[config.mk]
export PLATFORM = sky130hd
export DESIGN_NAME = updown_counter
export DESIGN_NICKNAME = d
export VERILOG_FILES = /design/src/rtl/counter_pkg.sv /design/src/rtl/counter_next_logic.sv /design/src/rtl/updown_counter.sv
export SDC_FILE = /design/constraint.sdc
export NUM_CORES = 1
export LEC_CHECK = 0
export ABC_AREA = 0
export BUFFER_PORTS_ARGS = -buffer_cell sky130_fd_sc_hd__buf_2
export CORE_AREA = 2 2 39 41
export DETAILED_ROUTE_END_ITERATION = 16
export DIE_AREA = 0 0 41 43
export PLACE_DENSITY_LB_ADDON = 0.15
export REMOVE_ABC_BUFFERS = 1
export SLEW_MARGIN = 20
export SYNTH_ARGS = -nofsm -noshare
export SYNTH_HDL_FRONTEND = slang
export SYNTH_SLANG_ARGS = --single-unit
export TNS_END_PERCENT = 50
[constraint.sdc]
create_clock -name clock -period 2.2 [get_ports clock]
set_clock_uncertainty 0.15 [all_clocks]
set_input_delay 0.11 -clock clock [delete_from_list [all_inputs] [get_ports clock]]
set_output_delay 0.11 -clock clock [all_outputs]
set_load 0.05 [all_outputs]
[src/rtl/counter_pkg.sv]
// Shared definitions for the up/down counter.
//   op_e             : operation selected by the priority decode each cycle
//   WIDTH_MIN/MAX    : legal range of the counter width parameter
package counter_pkg;

    typedef enum logic [1:0] {
        OP_HOLD = 2'd0,
        OP_LOAD = 2'd1,
        OP_DEC  = 2'd2,
        OP_INC  = 2'd3
    } op_e;

    localparam int WIDTH_MIN = 2;
    localparam int WIDTH_MAX = 32;

    function automatic bit width_is_legal(input int w);
        return (w >= WIDTH_MIN) && (w <= WIDTH_MAX);
    endfunction

endpackage

[src/rtl/counter_next_logic.sv]
// Combinational next-state function of the up/down counter.
// Ports:
//   op          : decoded operation for this cycle
//   value       : current count
//   reload      : stored reload value (last latched load)
//   load_value  : value presented for a load
//   value_next  : count after the coming edge
//   expire_next : expire flag to register on the coming edge
module counter_next_logic
    import counter_pkg::*;
#(
    parameter int WIDTH       = 4,
    parameter bit SATURATE    = 1'b1,
    parameter bit AUTO_RELOAD = 1'b0
) (
    input  op_e              op,
    input  logic [WIDTH-1:0] value,
    input  logic [WIDTH-1:0] reload,
    input  logic [WIDTH-1:0] load_value,
    output logic [WIDTH-1:0] value_next,
    output logic             expire_next
);

    localparam logic [WIDTH-1:0] ALL_ONES = '1;
    localparam logic [WIDTH-1:0] ONE      = WIDTH'(1);

    always_comb begin
        value_next  = value;
        expire_next = 1'b0;
        case (op)
            OP_LOAD: begin
                // A load never expires, even a load of zero.
                value_next = load_value;
            end
            OP_DEC: begin
                if (value != '0) begin
                    value_next  = value - ONE;
                    expire_next = (value == ONE);
                end else if (AUTO_RELOAD) begin
                    value_next  = reload;
                    expire_next = 1'b1;
                end else if (SATURATE) begin
                    value_next = '0;
                end else begin
                    value_next = ALL_ONES;
                end
            end
            OP_INC: begin
                // Auto-reload deliberately plays no part when counting up.
                if (value != ALL_ONES) begin
                    value_next = value + ONE;
                end else if (SATURATE) begin
                    value_next = ALL_ONES;
                end else begin
                    value_next = '0;
                end
            end
            default: begin
                value_next = value;
            end
        endcase
    end

endmodule

[src/rtl/updown_counter.sv]
// Up/down counter with load, optional saturation and optional auto-reload.
// Ports:
//   clock  : sole clock, rising edge
//   reset  : synchronous active-high reset
//   in     : load value
//   latch  : load request (highest priority after reset)
//   dec    : decrement request
//   inc    : increment request (inc and dec together hold)
//   value  : current count, straight from the register
//   zero   : value == 0, decoded from the register
//   max    : value == all ones, decoded from the register
//   expire : registered one-cycle pulse after a dec reaches 0 or reloads
module updown_counter
    import counter_pkg::*;
#(
    parameter int WIDTH       = 4,
    parameter bit SATURATE    = 1'b1,
    parameter bit AUTO_RELOAD = 1'b0
) (
    input  logic             clock,
    input  logic             reset,
    input  logic [WIDTH-1:0] in,
    input  logic             latch,
    input  logic             dec,
    input  logic             inc,
    output logic [WIDTH-1:0] value,
    output logic             zero,
    output logic             max,
    output logic             expire
);

    generate
        if (!width_is_legal(WIDTH)) begin : g_bad_width
            $error("updown_counter: WIDTH must be within 2..32");
        end
    endgenerate

    logic [WIDTH-1:0] value_reg;
    logic [WIDTH-1:0] reload_reg;
    logic             expire_reg;
    logic [WIDTH-1:0] value_next;
    logic             expire_next;
    op_e              op;

    // Priority: latch > (inc & dec) > dec > inc > hold.
    always_comb begin
        op = OP_HOLD;
        if (latch) begin
            op = OP_LOAD;
        end else if (inc && dec) begin
            op = OP_HOLD;
        end else if (dec) begin
            op = OP_DEC;
        end else if (inc) begin
            op = OP_INC;
        end
    end

    counter_next_logic #(
        .WIDTH       (WIDTH),
        .SATURATE    (SATURATE),
        .AUTO_RELOAD (AUTO_RELOAD)
    ) u_next (
        .op          (op),
        .value       (value_reg),
        .reload      (reload_reg),
        .load_value  (in),
        .value_next  (value_next),
        .expire_next (expire_next)
    );

    always_ff @(posedge clock) begin
        if (reset) begin
            value_reg  <= '0;
            reload_reg <= '0;
            expire_reg <= 1'b0;
        end else begin
            value_reg  <= value_next;
            expire_reg <= expire_next;
            if (op == OP_LOAD) begin
                reload_reg <= in;
            end
        end
    end

    assign value  = value_reg;
    assign expire = expire_reg;
    assign zero   = (value_reg == '0);
    assign max    = (value_reg == {WIDTH{1'b1}});

endmodule

Yosys cells after proc, flatten, opt, wreduce, memory -nomap -nowiden
Index checks and enable logic that the tools add are counted.
Word-level totals
  flip-flop bits (word level): 5
  bits in latches: 0
  memory bits (writable): 0
  memory bits (read-only): 0
  input port bits: 9
  output and inout port bits: 7
  word-level logic and storage cells: 24
  memories kept: 0
Operators by class
  $add $sub $neg: 2
  multipliers: 0
  divide/modulo/power cells: 0
  $lt $le $gt $ge: 0
  equality and inequality tests: 6
  shifts and indexed selects: 0
  muxes and demuxes: 7
  bitwise gates (word level): 2
  reductions and logical operators: 5
Operators with widths (number)
  $pmux 4 s3: 1
  $mux 2: 4
  $mux 4: 2
  $add 4x1->4 const B: 1
  $eq 2x2->1 const B: 2
  $eq 4x1->1 const B: 1
  $eq 4x4->1 const B: 1
  $logic_not 4->1: 1
  $ne 4x4->1 const B: 1
  $reduce_bool 4->1: 1
  $sub 4x1->4 const B: 1
  $reduce_bool 3->1: 1
  $reduce_or 3->1: 1
  $eq 2x1->1 const B: 1
  $not 1->1: 2
  $logic_and 1x1->1: 1

Longest topological paths before layout
  depth in word-level cells: 7
  mapped depth: 7
  mapped depth without buffers: 6

Hierarchy
From an unflattened synthesis, not the netlist that was laid out.
Second synthesis, totals
  cells, all modules: 74
  area total of the unflattened synthesis: 678.2 µm²
By module, submodules not included
  updown_counter: times used 1, cells each 34, area an instance 379.1 µm², seq. area each 180.2 µm²
  counter_next_logic: times used 1, cells each 40, area an instance 299.0 µm², seq. area each 0.0 µm²

Least setup slack after synthesis
OpenSTA, ideal clock, no wires.
  path kind: register to register
  start point: register value_reg[0], in the netlist value[0]
  end point: register value_reg[2], in the netlist value[2]
  library setup time: 0.103 ns
  arrival: 2.181 ns
  required time: 1.947 ns
  setup slack: -0.235 ns
  cell stages (with the launch flop): 7
  path buffers: 0
  clock period less this slack: 2.435 ns
  cell sequence: dfxtp_1 -> inv_1 -> ha_1 -> nor3b_2 -> or4_4 -> o221a_1 -> a2111oi_2
Between the ends
  longest elaborated chain between the ends: 3
  elaborated cells on any way between the ends: 7
  classes of those cells: add/sub: 2; eq/ne: 1; mux: 3; reduce/logical: 1
Ends and longest elaborated chain
  start: declaration: line updown_counter.sv:38  | logic [WIDTH-1:0] value_reg;
  start signal: assignment: line updown_counter.sv:78  | value_reg <= value_next;
  $add 4x1->4 (tied with other cells): line counter_next_logic.sv:51  | value_next = value + ONE;
  $mux 4, on equally long branches: line counter_next_logic.sv:50, counter_next_logic.sv:36
  $pmux 4 s3 *: line counter_next_logic.sv:30  | case (op)
Mark *: on every way between the ends. The rest lies on a longest branch, timed or not.
A chain may end at the register's enable or synchronous reset.

Worst setup path in the final report
  start point: register value_reg[1], in the netlist value[1]
  end point: register value_reg[2], in the netlist value[2]
The elaborated chain is that of the path after synthesis.

==> flow_summary.toml <==
[cts]
clk_pin_slew_ns = 0.05
cts_buffers = 3
cts_tree = "done"
ctsLongestPathBuffers = 2
clkSinkCount = 5
htreeDepth = 1
clk_latency_ns = 0.24
cts-root-buf = "clkbuf_4"

[floorplan]
die_h_um = 43
rows = 14
top_level_ports = 16
core_area_um2 = 1380
start_util_pct = 33.5
dieArea_um2 = 1760
die_w_um = 41

[detailed_routing]
drt-total-wl_um = 1350
drt_first_pass_iters = 4
vias = 512
wl_per_cell_um = 14.2
dr.first_iter.drc_count = 4
drc_errors = 0
viasPerCell = 5.39
drtAntennaViolNets = 0

[layout]
largest_register_ffs = 4
drive_above_1_share_pct = 32.9
final_cell_count_no_fill = 95
antenna_cells = 0
area_growth_syn_to_layout_pct = 29.6
nNetsFinal = 93
finish.utilization_pct = 43.5

[synthesis]
synthTopCellsByArea = "dfxtp_1 (22%), ha_1 (11%), o21ai_0 (6.5%), inv_1 (4.0%), xnor2_1 (3.8%)"
synthCells = 58
synth_area_per_cell_um2 = 8.00
ys_seq_area_share_pct = 21.6
synth-seq-cells = 5
yosysTopAreaCell = "dfxtp_1"
yosys_warnings = 0
syn_area_um2 = 464
ys_types = 30
synth_top_area_share_pct = 21.6

[setup_path]
worst_ep_required_time_ns = 2.19
worstPathArrival_ns = 1.98
critPathCaptureType = "flip-flop"
r2r_start = "value[1]$_SDFFE_PP0P_"
critical_path_peak_fanout = 5
crit_path_start_kind = "flip-flop"
critPathKind = "flip-flop to flip-flop"
crit_start = "value[1]$_SDFFE_PP0P_"
r2r_setup_slack_ns = 0.21

[global_route]
grt_overflow = 0
grt_pass1_vias = 500
grt_max_degree = 11
grt.total_usage_pct = 18.4
antenna_found_initial = 0
grt_pass1_wl_um = 2150

[power_and_ir_drop]
ir_drop_mv = 0.235
power_uw = 364
p_leak_uw = 0.000262
power_density_nw_per_um2 = 606

[sta]
finalCritPeriodShare_pct = 90.4
relSlewSlack_pct = 77.6
max_freq_mhz = 503
slew_violations = 0
post-route-worst-setup-slack_ns = 0.210
rsz0062_at_grt = "false"
period_minus_slack_ns = 1.99
setup_viol = 0
worst_pin_slew_ns = 0.333
hold_viol = 0

[outcome]
status = "finished clean"

[placement]
port_buffers = 15
dpl.cell_count = 90
place_hpwl_um = 989
dp_slack_ns = 0.214
gp_congestion = 0.902

[hold_path]
min_path_type = "primary input to flip-flop"
hp-start = "in[0]"

[job]
cap_violations = 0
[Yosys cell counts]
master,n
buf_6,1
o221a_1,1
nor3_1,3
o2bb2ai_1,1
ha_1,4
inv_1,5
a22oi_1,2
a211o_1,1
xnor2_1,2
o221ai_1,1
dfxtp_1,5
nand2_1,4
nor3b_2,1
a21oi_1,1
nor3b_1,1
nand2b_1,2
nand3b_1,1
buf_4,1
o22ai_1,2
o21ai_0,6
nand3_1,2
a2111oi_2,1
nor2b_1,2
nor4_1,1
or2_2,1
nor2_1,2
or4_4,1
a2111oi_0,1
and3_1,1
buf_2,1
[worst paths after layout]
| path | endpoint | depth (start not counted) |
|---|---|---|
| max | value[2]$_SDFFE_PP0P_ | 6 |
| min | value[0]$_SDFFE_PP0P_ | 3 |
| max reg2reg | value[2]$_SDFFE_PP0P_ | 6 |
| min reg2reg | expire$_SDFF_PP0_ | 2 |
[stage by stage]
stage | hold WS, ns | cell area [um^2] | TNS (ns)
floorplan | 0.0360 | 440 | -0.597
global placement | 0.218 | 566 | 0
detailed placement | 0.221 | 566 | 0
CTS | 0.0382 | 602 | 0
global route | 0.0728 | 602 | 0
finish | 0.0412 | 602 | 0
[critical path, cell delays in order (launching register included)]
cell	delay, ns
dfxtp_1	0.38
inv_1	0.09
ha_1	0.23
nor3b_2	0.17
or4_4	0.44
o221a_1	0.23
a2111oi_2	0.19
[logic make-up (layout without fill, tap and decap cells)]
| logic type | Yosys count | in the layout | share of synthesized area [%] |
|---|---|---|---|
| AND/OR/NAND/NOR | 22 | 22 | 28.0 |
| AO/OA/AOI/OAI | 17 | 17 | 26.7 |
| buffers and inverters | 8 | 29 | 9.16 |
| flip-flops | 5 | 5 | 21.6 |
| adder cells (fa/ha/maj) | 4 | 4 | 10.8 |
| XOR/XNOR | 2 | 2 | 3.77 |
[layer usage]
layer | vias up | GRT usage [%] | share of wire, %
met2 | 16 | 28.1 | 47
met4 | 0 | 8.00 | 1.0
met5 | - | 0 | 0
met1 | 238 | 23.2 | 48
met3 | 2 | 4.71 | 4.4
li1 | 256 | - | -
[area by class of cell]
cell class / instances / area [um^2]
tap: 16 / 20.0
timing repair buffer: 20 / 115
multi-input combinational: 45 / 322
clock buffer: 4 / 26.3
sequential: 5 / 100
fill: 151 / 782
inverter: 5 / 18.8
[power breakdown]
part | switching, uW | leakage [uW] | internal (uW)
clock | 40.2 | 0.0000150 | 68.8
combinational | 96.7 | 0.000206 | 55.4
sequential | 5.48 | 0.0000413 | 97.8
total | 142 | 0.000262 | 222
[placed cells by master (no fill, tap or decap), types with 2 or more instances in the layout]
| master | synthesis | layout |
|---|---|---|
| a22oi_1 | 2 | 2 |
| buf_2 | 1 | 15 |
| buf_4 | 1 | 4 |
| clkbuf_4 | 0 | 3 |
| dfxtp_1 | 5 | 5 |
| ha_1 | 4 | 4 |
| inv_1 | 5 | 5 |
| nand2_1 | 4 | 4 |
| nand2b_1 | 2 | 2 |
| nand3_1 | 2 | 2 |
| nor2_1 | 2 | 2 |
| nor2b_1 | 2 | 2 |
| nor3_1 | 3 | 3 |
| o21ai_0 | 6 | 6 |
| o22ai_1 | 2 | 2 |
| xnor2_1 | 2 | 2 |
[repair_timing]
action | in CTS | in global routing
resized for setup | 0 | 0
setup buffers | 0 | 0
hold buffers | 1 | 0
endpoints found under the hold margin | 3 | 0
Note: power is estimated with default switching activity, not from simulation.
